### src/rtl/subleq_sequencer_pkg.sv
// Purpose : shared types, state codes and the instruction field helper for the SUBLEQ sequencer.
// Latency : n/a (declarations only).
// Backpress: n/a.
// Contents: WORD_W data width, DEF_ADDR_W address field width, FSM state codes,
//           insn_t instruction layout {c,b,a} and insn_field() extractor.
package subleq_sequencer_pkg;

  localparam int WORD_W     = 64;
  localparam int DEF_ADDR_W = 21;

  // FSM state codes
  localparam logic [2:0] S_IDLE   = 3'd0;
  localparam logic [2:0] S_FETCH  = 3'd1;
  localparam logic [2:0] S_DECODE = 3'd2;
  localparam logic [2:0] S_EXEC   = 3'd3;
  localparam logic [2:0] S_HALT   = 3'd4;

  // Instruction word layout at the default address width, A in the LSBs.
  typedef struct packed {
    logic [DEF_ADDR_W-1:0] c;
    logic [DEF_ADDR_W-1:0] b;
    logic [DEF_ADDR_W-1:0] a;
  } insn_t;

  // Returns field idx (0=A, 1=B, 2=C) of an instruction word, already
  // zero-extended to a full word so it can drive a memory address directly.
  function automatic logic [WORD_W-1:0] insn_field(input logic [WORD_W-1:0] w,
                                                   input int unsigned       idx,
                                                   input int unsigned       aw);
    logic [WORD_W-1:0] mask;
    mask = (WORD_W'(1) << aw) - WORD_W'(1);
    return (w >> (idx * aw)) & mask;
  endfunction

endpackage

### src/rtl/subleq_sequencer_if.sv
// Purpose : bundle of the two memory ports driven by the sequencer.
// Latency : memory returns read data one cycle after the address.
// Backpress: none; the memory always accepts an access every cycle.
// Signals : add1/dataIn1/write1/dataOut1 (port 1), add2/dataIn2/write2/dataOut2 (port 2).
interface subleq_sequencer_if
  import subleq_sequencer_pkg::*;
#(
  parameter int W = WORD_W
);

  logic [W-1:0] add1;
  logic [W-1:0] dataIn1;
  logic         write1;
  logic [W-1:0] dataOut1;
  logic [W-1:0] add2;
  logic [W-1:0] dataIn2;
  logic         write2;
  logic [W-1:0] dataOut2;

  // Sequencer side
  modport master (
    output add1, dataIn1, write1, add2, dataIn2, write2,
    input  dataOut1, dataOut2
  );

  // Memory side
  modport slave (
    input  add1, dataIn1, write1, add2, dataIn2, write2,
    output dataOut1, dataOut2
  );

endinterface

### src/rtl/subleq_sequencer.sv
// Purpose : control FSM executing SUBLEQ out of a shared dual-port memory (fetch, operands, write-back, branch).
// Latency : exactly 3 cycles per instruction (FETCH, DECODE, EXEC); start to first write-back is 3 cycles.
// Backpress: none; no stall input, memory is assumed to accept every access.
// Ports   : clk, rst (sync, active-high), start pulse; mem = memory bus (master);
//           busy/halted/timeout status, pc, insn_count (retired since last start).
module subleq_sequencer
  import subleq_sequencer_pkg::*;
#(
  parameter int unsigned     START_PC  = 10,
  parameter int unsigned     ADDR_W    = DEF_ADDR_W,
  parameter longint unsigned MAX_INSNS = 64'd1 << 20
) (
  input  logic                      clk,
  input  logic                      rst,
  input  logic                      start,
  subleq_sequencer_if.master        mem,
  output logic                      busy,
  output logic                      halted,
  output logic                      timeout,
  output logic [ADDR_W-1:0]         pc,
  output logic [31:0]               insn_count
);

  logic [2:0]        state;
  logic [WORD_W-1:0] ir;

  logic [WORD_W-1:0] diff;
  logic              leq;
  logic [ADDR_W-1:0] target;
  logic [ADDR_W-1:0] pc_inc;
  logic [31:0]       count_nxt;
  logic              wd_hit;

  // EXEC datapath: operands arrive from the reads issued in DECODE.
  assign diff      = mem.dataOut2 - mem.dataOut1;
  assign leq       = diff[WORD_W-1] | (diff == '0);
  assign target    = ADDR_W'(insn_field(ir, 2, ADDR_W));
  assign pc_inc    = pc + ADDR_W'(1);
  assign count_nxt = (insn_count == '1) ? insn_count : insn_count + 32'd1;
  // Compare in 33 bits so a watchdog limit of 2**32 can never alias to 0.
  assign wd_hit    = (({1'b0, insn_count} + 33'd1) == 33'(MAX_INSNS));

  assign busy   = (state == S_FETCH) || (state == S_DECODE) || (state == S_EXEC);
  assign halted = (state == S_HALT);

  // Memory port drive. Port 1 only ever reads; port 2 reads B in DECODE and
  // writes B in EXEC, so it never sees a read and a write together.
  always_comb begin
    mem.add1    = '0;
    mem.dataIn1 = '0;
    mem.write1  = 1'b0;
    mem.add2    = '0;
    mem.dataIn2 = '0;
    mem.write2  = 1'b0;
    case (state)
      S_FETCH: begin
        mem.add1 = WORD_W'(pc);
      end
      S_DECODE: begin
        mem.add1 = insn_field(mem.dataOut1, 0, ADDR_W);
        mem.add2 = insn_field(mem.dataOut1, 1, ADDR_W);
      end
      S_EXEC: begin
        mem.add1    = insn_field(ir, 0, ADDR_W);
        mem.add2    = insn_field(ir, 1, ADDR_W);
        mem.dataIn2 = diff;
        // Reset wins over an in-flight write-back.
        mem.write2  = !rst;
      end
      default: ;
    endcase
  end

  always_ff @(posedge clk) begin
    if (rst) begin
      state      <= S_IDLE;
      pc         <= ADDR_W'(START_PC);
      insn_count <= '0;
      timeout    <= 1'b0;
      ir         <= '0;
    end else begin
      case (state)
        S_IDLE, S_HALT: begin
          if (start) begin
            state      <= S_FETCH;
            pc         <= ADDR_W'(START_PC);
            insn_count <= '0;
            timeout    <= 1'b0;
          end
        end
        S_FETCH: begin
          state <= S_DECODE;
        end
        S_DECODE: begin
          ir    <= mem.dataOut1;
          state <= S_EXEC;
        end
        S_EXEC: begin
          pc         <= leq ? target : pc_inc;
          insn_count <= count_nxt;
          // Self-loop halt takes priority over the watchdog.
          if (leq && (target == pc)) begin
            state <= S_HALT;
          end else if (wd_hit) begin
            state   <= S_HALT;
            timeout <= 1'b1;
          end else begin
            state <= S_FETCH;
          end
        end
        default: begin
          state <= S_IDLE;
        end
      endcase
    end
  end

endmodule

### src/flat_wrapper.sv
// flat-port wrapper written by rule: the top's interface ports become plain ports
module subleq_sequencer_flat import subleq_sequencer_pkg::*;
#(
  parameter int unsigned     START_PC  = 10,
  parameter int unsigned     ADDR_W    = DEF_ADDR_W,
  parameter longint unsigned MAX_INSNS = 64'd1 << 20
)
  (clk, rst, start, busy, halted, timeout, pc, insn_count, mem_add1, mem_dataIn1, mem_write1, mem_add2, mem_dataIn2, mem_write2, mem_dataOut1, mem_dataOut2);
  subleq_sequencer_if #(.W(64)) mem_i ();
  input  logic clk;
  input  logic rst;
  input  logic start;
  output logic busy;
  output logic halted;
  output logic timeout;
  output logic [ADDR_W-1:0] pc;
  output logic [31:0] insn_count;
  output wire logic [$bits(mem_i.add1)-1:0] mem_add1;
  output wire logic [$bits(mem_i.dataIn1)-1:0] mem_dataIn1;
  output wire logic [$bits(mem_i.write1)-1:0] mem_write1;
  output wire logic [$bits(mem_i.add2)-1:0] mem_add2;
  output wire logic [$bits(mem_i.dataIn2)-1:0] mem_dataIn2;
  output wire logic [$bits(mem_i.write2)-1:0] mem_write2;
  input wire logic [$bits(mem_i.dataOut1)-1:0] mem_dataOut1;
  input wire logic [$bits(mem_i.dataOut2)-1:0] mem_dataOut2;
  assign mem_add1 = mem_i.add1;
  assign mem_dataIn1 = mem_i.dataIn1;
  assign mem_write1 = mem_i.write1;
  assign mem_add2 = mem_i.add2;
  assign mem_dataIn2 = mem_i.dataIn2;
  assign mem_write2 = mem_i.write2;
  assign mem_i.dataOut1 = mem_dataOut1;
  assign mem_i.dataOut2 = mem_dataOut2;
  subleq_sequencer #(.START_PC(START_PC), .ADDR_W(ADDR_W), .MAX_INSNS(MAX_INSNS)) u_core (.clk(clk), .rst(rst), .start(start), .mem(mem_i), .busy(busy), .halted(halted), .timeout(timeout), .pc(pc), .insn_count(insn_count));
endmodule
### config.mk
export PLATFORM = sky130hd
export DESIGN_NAME = subleq_sequencer_flat
export DESIGN_NICKNAME = d
export VERILOG_FILES = /design/src/rtl/subleq_sequencer_pkg.sv /design/src/rtl/subleq_sequencer_if.sv /design/src/rtl/subleq_sequencer.sv /design/src/flat_wrapper.sv
export SDC_FILE = /design/constraint.sdc
export NUM_CORES = 1
export LEC_CHECK = 0
export BUFFER_PORTS_ARGS = -buffer_cell sky130_fd_sc_hd__buf_2
export CAP_MARGIN = 20
export CORE_AREA = 2 2 170 172
export DETAILED_ROUTE_END_ITERATION = 10
export DIE_AREA = 0 0 172 174
export GPL_TIMING_DRIVEN = 0
export PLACE_DENSITY = 0.85
export SYNTH_ARGS = -nofsm -noshare
export SYNTH_HDL_FRONTEND = slang
export SYNTH_SLANG_ARGS = --single-unit
### constraint.sdc
create_clock -name clk -period 4.1 [get_ports clk]
set_input_delay 0.205 -clock clk [delete_from_list [all_inputs] [get_ports clk]]
set_output_delay 0.205 -clock clk [all_outputs]
set_load 0.02 [all_outputs]
# Word-level counts from Yosys, hierarchy flattened
# Cells that the tools add are included.
# word_totals
memories	0
rom_bits	0
latch_bits	0
ramBits	0
register_bits	120
input_bits	131
# classes
n_shift	0
muxes	18
addsub	4
magnitude_cmp	0
n_eq_ne	11
bitwise_logic	1
div	0
n_mul	0
n_reduce_logical	11
# op_table
cell	n
$pmux W21 S2	2
$logic_not A64 Y1	1
$mux W32	2
$mux W64	1
$pmux W32 S2	1
$sub A64 B64 Y64	1
$pmux W21 S3	1
$mux W21	2
$add A32 B1 Y33 const B	1
$eq A33 B21 Y1 const B	1
$add A32 B1 Y32 const B	1
$eq A32 B32 Y1 const B	1
$add A21 B1 Y21 const B	1
$eq A21 B21 Y1	1
$pmux W3 S4	1
$mux W3	3
$eq A3 B2 Y1 const B	2
$ne A2 B2 Y1 const B	3
$mux W1	4
$reduce_and A4 Y1	1
$eq A3 B1 Y1 const B	1
$eq A3 B3 Y1 const B	1
$logic_not A3 Y1	1
$reduce_and A3 Y1	1
9 further kinds	10

# Logic depth before layout (Yosys ltp)
# Gate-level depths: netlist of the first run.
# depth
word_depth	6
ltp_mapped	17
depth_no_buf	15

# Least setup slack after synthesis of the first run
# OpenSTA, ideal clock, no wires.
# synth_timing
kind	in2reg
start	input mem_dataOut2[0]
end	register u_core.pc[16]
arrival_time_ns	3.655
setup_time_ns	0.120
slack_ns	0.325
path_buffers	0
required_time_ns	3.980
path_stages	15
path_cell_list	inv_1 -> ha_1 -> fa_1 -> nand2b_1 -> a21oi_1 -> o211ai_2 -> a31oi_2 -> o311ai_1 -> and3_4 -> or4b_4 -> a2111oi_4 -> nand4_2 -> nor4b_1 -> o31a_1 -> a211o_1
# synth_via
elab_chain_len	5
# synth_lines
item	line_no	text
from (decl)	flat_wrapper.sv:25	input wire logic [$bits(mem_i.dataOut2)-1:0] mem_dataOut2;
$sub A64 B64 Y64 *	subleq_sequencer.sv:35	assign diff = mem.dataOut2 - mem.dataOut1;
$logic_not A64 Y1	subleq_sequencer.sv:36	assign leq = diff[WORD_W-1] | (diff == '0);
$or A1 B1 Y1 *	subleq_sequencer.sv:36	
$mux W21 *	subleq_sequencer.sv:99	pc <= leq ? target : pc_inc;
$pmux W21 S2 *	subleq_sequencer.sv:82	case (state)
to (signal assigned)	subleq_sequencer.sv:77	pc <= ADDR_W'(START_PC);
to (signal assigned)	subleq_sequencer.sv:86	pc <= ADDR_W'(START_PC);
to (signal assigned)	subleq_sequencer.sv:99	
to (decl)	subleq_sequencer.sv:20	output logic [ADDR_W-1:0] pc,
# Mark *: on every way between the ends. The rest lies on a longest branch, timed or not.
# A chain may end at the register's enable or synchronous reset.

# Worst setup path in the final report of the first run
# layout_timing
start	input mem_dataOut1[2]
end	register u_core.pc[19]
# layout_via
elab_chain_len	5
# layout_lines
item	line_no	text
from (decl)	flat_wrapper.sv:24	input wire logic [$bits(mem_i.dataOut1)-1:0] mem_dataOut1;
$sub A64 B64 Y64 *	subleq_sequencer.sv:35	
$logic_not A64 Y1	subleq_sequencer.sv:36	
$or A1 B1 Y1 *	subleq_sequencer.sv:36	
$mux W21 *	subleq_sequencer.sv:99	
$pmux W21 S2 *	subleq_sequencer.sv:82	
# Marks and branches as above.

==> impl_metrics.env, run 1 <==
export IMPL_required_ns=4.38
export IMPL_reg2reg_from="u_core.insn_count[10]"
export IMPL_crit_fanout=10
export IMPL_first_pass_iters=8
export IMPL_cts_clk_slew_worst_paths_ns=0.07
export IMPL_routed_wl_um=60300
export IMPL_viasPerCell=5.87
export IMPL_hold_slack_ns=0.0192
export IMPL_drtAntennaViolNets=0
export IMPL_clock_path_buffers=2
export IMPL_area_growth_pct=26.3
export IMPL_start_util_pct=49.3
export IMPL_ios=445
export IMPL_synth_ff_type="dfxtp_1"
export IMPL_grt_max_degree=17
export IMPL_core_rowCount=62
export IMPL_clock_latency_ns=0.44
export IMPL_grt_pass1_vias=15300
export IMPL_grt_pass1_wl_um=87800
export IMPL_r2r_setup_slack_ns=0.23
export IMPL_yosys_warnings=0
export IMPL_grt_usage_pct=38.1
export IMPL_synth_edf_count=0
export IMPL_drt_iter0_drc=2213
export IMPL_period_minus_slack_ns=4.21
export IMPL_ys_top_cells_by_area="dfxtp_1 17%, buf_4 8.6%, nand2_1 7.7%, a21oi_1 7.7%, ha_1 5.9%"
export IMPL_antenna_found_initial=4
export IMPL_status="finished, violations left"
export IMPL_cts_buffers=17
export IMPL_drc=0
export IMPL_rsz0062_at_grt="yes"
export IMPL_reg2reg_depth=13
export IMPL_core_um2=28200
export IMPL_nets=2734
export IMPL_tightest_slew_ns=1.02
export IMPL_clock_skew_ns=0.0137
export IMPL_peakVddDrop_mv=0.259
export IMPL_async_flop_share_pct=0
export IMPL_r2r_end="u_core.state[0]"
export IMPL_cp_startpoint="mem_dataOut1[2]"
export IMPL_finalWorstSetupSlack_ns=-0.107
export IMPL_yosys_area_top_type_share_pct=17.2
export IMPL_dieArea_um2=29900
export IMPL_setup_viol=18
export IMPL_fin_crit_sh_pct=103
export IMPL_end_kind="flip-flop"
export IMPL_netlist_instances=2055
export IMPL_vias=17200
export IMPL_maxCapViolCount=0
export IMPL_p_leak_nw=8.26
export IMPL_place_hpwl_um=48300
export IMPL_yosys_area_top_type="dfxtp_1"
export IMPL_arrival_ns=4.49
export IMPL_grt_overflow=0
export IMPL_layout_drive_gt1_share_pct=24.4
export IMPL_yosys_register_bits=120
export IMPL_yosysSeqAreaShare_pct=17.2
export IMPL_cts_max_level=4
export IMPL_cp_start_kind="input port"
export IMPL_cts_root_buf="clkbuf_16"
export IMPL_final_max_slew_viol_count=0
export IMPL_synthTopCellsByCount="286 x nand2_1, 220 x nor2_1, 213 x a21oi_1"
export IMPL_avgSynthCellArea_um2=6.78
export IMPL_cts_tree="built"
export IMPL_setup_tns_ns=-1.03
export IMPL_die_h_um=174
export IMPL_crit_type="in -> reg"
export IMPL_clock_sinks=120
export IMPL_min_path_type="in -> reg"
export IMPL_gp_congestion=1.05
export IMPL_violations="setup timing"
export IMPL_max_freq_mhz=238
export IMPL_synth_most_common_cell="nand2_1"
export IMPL_relSlewSlack_pct=32.0
export IMPL_avgRoutedWirePerCell_um=20.5
export IMPL_chipWidth_um=172
export IMPL_p_per_area_nw_per_um2=298
export IMPL_nFillCells=2763
export IMPL_syn_area_um2=13900
export IMPL_synth_cell_types=94
export IMPL_hold_viol=0
export IMPL_io_buffers=292
export IMPL_crit_path_end="u_core.pc[19]"
## registers in the layout, summed over array words and instances (netlist names)
register and count:
u_core.pc 21, u_core.state 3, u_core.ir 63, u_core.timeout 1
u_core.insn_count 32
## what timing repair did
item / 4_1_cts / 5_1_grt
hold buffers: 0 / 0
gates cloned: 0 / 2
setup buffers: 7 / 13
endpoints found under the setup margin: 32 / 26
resized for setup: 22 / 59
pin swaps: 6 / 19
## cell families (layout without fill, tap and decap cells)
family | Yosys count | after routing | synth area share [%]
other | 1 | 155 | 0.0269
AO/OA/AOI/OAI | 549 | 549 | 25.4
flip-flops | 120 | 120 | 17.2
adder cells (fa/ha/maj) | 67 | 67 | 6.07
XOR/XNOR | 61 | 61 | 3.84
buffers and inverters | 355 | 699 | 14.2
AND/OR/NAND/NOR | 848 | 848 | 29.3
multiplexers | 54 | 54 | 3.90
## worst min path at each step
stage | startpoint | end | slack, ns | cells after the start
6_report | mem_dataOut1[31] | u_core.ir[31] | 0.02 | 3
5_1_grt | mem_dataOut1[29] | u_core.ir[29] | 0.04 | 3
4_1_cts | mem_dataOut1[31] | u_core.ir[31] | 0.02 | 3
3_5_place_dp | u_core.ir[39] | u_core.ir[39] | 0.45 | 2
3_3_place_gp | u_core.ir[1] | u_core.ir[1] | 0.44 | 2
2_1_floorplan | mem_dataOut1[0] | u_core.ir[0] | 0.34 | 2
## worst max-delay path: stages
cell,delay (ns)
buf_2,0.11
inv_1,0.05
ha_1,0.37
nor2_1,0.07
a211o_1,0.37
a2111o_1,0.50
a31oi_2,0.44
nor2_1,0.16
o211ai_1,0.34
a21bo_2,0.28
nor4_2,0.47
nand4_4,0.26
o21bai_4,0.26
buf_4,0.16
buf_8,0.14
mux2i_1,0.20
o32ai_1,0.10
## per-layer routing
layer | track usage, % | up-vias | wire, µm | part of all wire [%]
met5 | 0 | - | 0 | 0
met4 | 17.3 | 0 | 2770 | 4.6
met3 | 5.92 | 170 | 6530 | 11
met2 | 60.2 | 1097 | 27100 | 45
met1 | 50.8 | 7973 | 23900 | 40
li1 | - | 7998 | - | -
## report_power, final
part	total (W)	internal, W	leakage (nW)	switching, W
registers	0.00129	0.00123	0.971	0.0000596
clock network	0.00168	0.000991	0.298	0.000692
logic	0.00226	0.000771	6.99	0.00149
## layout make-up
| class | instances | area (µm²) | share of cell area (%) |
|---|---|---|---|
| clock buffers | 18 | 439 | 2.50 |
| multi-input cells | 1730 | 10400 | 59.0 |
| flip-flops and latches | 120 | 2400 | 13.7 |
| diodes | 4 | 10.0 | 0.0569 |
| repair buffers | 315 | 1700 | 9.64 |
| clock inverters | 14 | 188 | 1.07 |
| plain buffers | 265 | 1680 | 9.53 |
| inverters | 87 | 329 | 1.87 |
| well taps | 384 | 480 | 2.73 |
## stage by stage
| step | cells | power, W | instance area (µm²) | worst slack (ns) | util (%) |
|---|---|---|---|---|---|
| after global placement | 2881 | 0.00338 | 16400 | -1.32 | 58.2 |
| final | 2937 | 0.00524 | 17600 | -0.107 | 62.3 |
| after floorplan | 2205 | 0.00276 | 14500 | 0.325 | - |
| after global routing | 2937 | 0.00543 | 17600 | -0.167 | 62.3 |
| after CTS | 2921 | 0.00508 | 17200 | 0.00944 | 61.0 |
| after detailed placement | 2882 | 0.00340 | 16400 | -1.29 | 58.2 |
## cells in the final DEF, fill, tap and decap left out, types with 31 or more instances in the layout
| master | count |
|---|---|
| and3_1 | 37 |
| clkbuf_1 | 66 |
| buf_4 | 176 |
| mux2i_1 | 52 |
| nor3_1 | 52 |
| a21oi_1 | 206 |
| ha_1 | 65 |
| buf_2 | 316 |
| dfxtp_1 | 120 |
| conb_1 | 151 |
| nand3_1 | 50 |
| o21ai_0 | 88 |
| xor2_1 | 31 |
| nor2_1 | 220 |
| nand4_1 | 48 |
| nand2_1 | 286 |
| inv_1 | 85 |
Power figures use the tool's default switching activity.
==> run 2: changes to the inputs <==
--- a/config.mk
+++ b/config.mk
@@ -10,7 +10,6 @@
 export CORE_AREA = 2 2 170 172
 export DETAILED_ROUTE_END_ITERATION = 10
 export DIE_AREA = 0 0 172 174
-export GPL_TIMING_DRIVEN = 0
 export PLACE_DENSITY = 0.85
 export SYNTH_ARGS = -nofsm -noshare
 export SYNTH_HDL_FRONTEND = slang
==> run 2 against run 1 <==
Compared with the run above: the flow now finishes without violations; critical path depth up 3; maximum frequency is 4.8% higher; clock power is 15% lower; largest power group unchanged.
==> impl_metrics.env, run 2 (synthesized netlist as in run 1, its figures left out) <==
export IMPL_ios=445
export IMPL_reg2reg_depth=11
export IMPL_max_freq_mhz=249
export IMPL_place_ws_ns=-0.334
export IMPL_viasPerCell=5.96
export IMPL_cts_root_buf="clkbuf_16"
export IMPL_area_growth_pct=23.0
export IMPL_first_pass_iters=6
export IMPL_period_minus_slack_ns=4.01
export IMPL_grt_overflow=0
export IMPL_setup_viol=0
export IMPL_total_power_w=0.00502
export IMPL_finalWorstSetupSlack_ns=0.0872
export IMPL_grt_max_degree=81
export IMPL_avgRoutedWirePerCell_um=20.2
export IMPL_clock_skew_ns=0.0138
export IMPL_end_kind="flip-flop"
export IMPL_grt_pass1_wl_um=86800
export IMPL_drt_iter0_drc=1950
export IMPL_cp_startpoint="mem_dataOut2[0]"
export IMPL_drc=0
export IMPL_cts_buffers=17
export IMPL_crit_fanout=11
export IMPL_reg_top3="u_core.ir x63, u_core.insn_count x32, u_core.pc x21"
export IMPL_nets=2678
export IMPL_antenna_found_initial=4
export IMPL_hold_start="mem_dataOut1[47]"
export IMPL_layout_common_cells="293 x buf_2, 284 x nand2_1, 228 x buf_4"
export IMPL_clock_sinks=120
export IMPL_final_max_slew_viol_count=0
export IMPL_core_um2=28200
export IMPL_maxCapViolCount=0
export IMPL_crit_type="in -> reg"
export IMPL_largest_register="u_core.ir"
export IMPL_grt_usage_pct=37.4
export IMPL_start_util_pct=49.3
export IMPL_tightest_slew_ns=1.04
export IMPL_status="completed"
export IMPL_chipWidth_um=172
export IMPL_vias=17100
export IMPL_relSlewSlack_pct=30.4
export IMPL_setup_tns_ns=0
export IMPL_die_h_um=174
export IMPL_total_switching_power_w=0.00214
export IMPL_layout_commonest_cell="buf_2"
export IMPL_postCtsSetupBuffers=0
export IMPL_p_leak_nw=8.08
export IMPL_peakVddDrop_mv=0.261
export IMPL_io_buffers=293
export IMPL_routed_wl_um=58200
export IMPL_core_rowCount=62
export IMPL_rsz0062_at_grt="no"
export IMPL_min_path_type="in -> reg"
export IMPL_cp_start_kind="input port"
export IMPL_gp_congestion=1.06
export IMPL_required_ns=4.48
export IMPL_cts_clk_slew_worst_paths_ns=0.06
export IMPL_arrival_ns=4.39
export IMPL_swShare_pct=42.6
export IMPL_clock_path_buffers=2
export IMPL_largest_reg_flops=63
export IMPL_clock_latency_ns=0.45
export IMPL_fin_util_pct=60.7
export IMPL_power_frac_comb_pct=45.9
export IMPL_pwr_share_seq_pct=25.7
export IMPL_p_clk_share_pct=28.5
export IMPL_p_per_area_nw_per_um2=293
export IMPL_cts_max_level=4
export IMPL_p_int_w=0.00288
export IMPL_place_hpwl_um=46500
export IMPL_reg2reg_from="u_core.insn_count[9]"
export IMPL_layout_drive_gt1_share_pct=24.4
export IMPL_hold_slack_ns=0.0135
export IMPL_dieArea_um2=29900
export IMPL_grt_pass1_vias=15600
export IMPL_cts_hold_buffers_added=0
export IMPL_hold_viol=0
export IMPL_fin_crit_sh_pct=97.9
export IMPL_cts_tree="built"
export IMPL_hold_depth=3
export IMPL_drtAntennaViolNets=0
-- run 2: cell count changes in the layout (fill, tap and decap cells not counted), moves of 4 or more --
cell | previous run | this run
clkbuf_2 | 4 | 0
nor4_1 | 19 | 23
a21oi_2 | 8 | 3
buf_6 | 5 | 1
clkbuf_1 | 66 | 1
a21oi_1 | 206 | 212
inv_6 | 4 | 0
buf_8 | 4 | 0
buf_4 | 176 | 228
nor4_2 | 5 | 1
buf_1 | 5 | 0
buf_2 | 316 | 293
-- run 2: cell type report --
class | instances | area, µm²
Clock inverter | 7 | 47.5
Sequential cell | 120 | 2400
Antenna cell | 5 | 12.5
Timing Repair Buffer | 523 | 3210
Inverter | 87 | 327
Clock buffer | 22 | 484
Tap cell | 384 | 480
Fill cell | 2708 | 11100
Multi-Input combinational cell | 1731 | 10200
-- run 2: power groups by stage --
| stage | Clock [W] | Combinational, W | Sequential (W) |
|---|---|---|---|
| after floorplan | 0 | 0.00147 | 0.00129 |
| after global placement | 0 | 0.00220 | 0.00131 |
| after detailed placement | 0 | 0.00222 | 0.00131 |
| after CTS | 0.00143 | 0.00223 | 0.00129 |
| after global routing | 0.00148 | 0.00245 | 0.00129 |
| final | 0.00143 | 0.00230 | 0.00129 |
-- run 2: worst paths after layout --
path                     endpoint  slack (ns)
setup / recovery    u_core.pc[13]        0.09
hold / removal      u_core.ir[47]        0.01
setup reg to reg  u_core.state[0]        0.53
hold reg to reg      u_core.ir[5]        0.45
-- run 2: timing repair --
action,CTS,global route
gates resized for setup,0,11
hold endpoints to repair,0,0
endpoints found under the setup margin,0,24
-- run 2: worst max-delay path, cell delays in order --
cell      delay (ns)
buf_2           0.15
inv_1           0.08
buf_4           0.14
ha_1            0.18
nand2b_1        0.17
a211o_1         0.33
a2111o_1        0.46
a31oi_1         0.21
buf_4           0.17
nor2_1          0.09
xor2_1          0.31
nand4_1         0.18
nor4_1          0.48
buf_4           0.20
nand4_2         0.06
buf_4           0.19
o21bai_4        0.15
buf_4           0.22
and2_4          0.24
a221o_1         0.17
-- run 2: per-layer routing --
layer,track usage (%),part of all wire [%],vias to the layer above
met5,0,0,-
met4,20.6,5.5,0
met3,7.67,11,210
met2,57.8,44,1150
met1,48.4,39,7906
li1,-,-,7883
-- run 2: metrics by stage --
stage,cells,cell area [µm²]
after detailed placement,2844,16500
after global placement,2844,16500
after global routing,2878,17100
final,2879,17100
after floorplan,2205,14500
after CTS,2873,17100
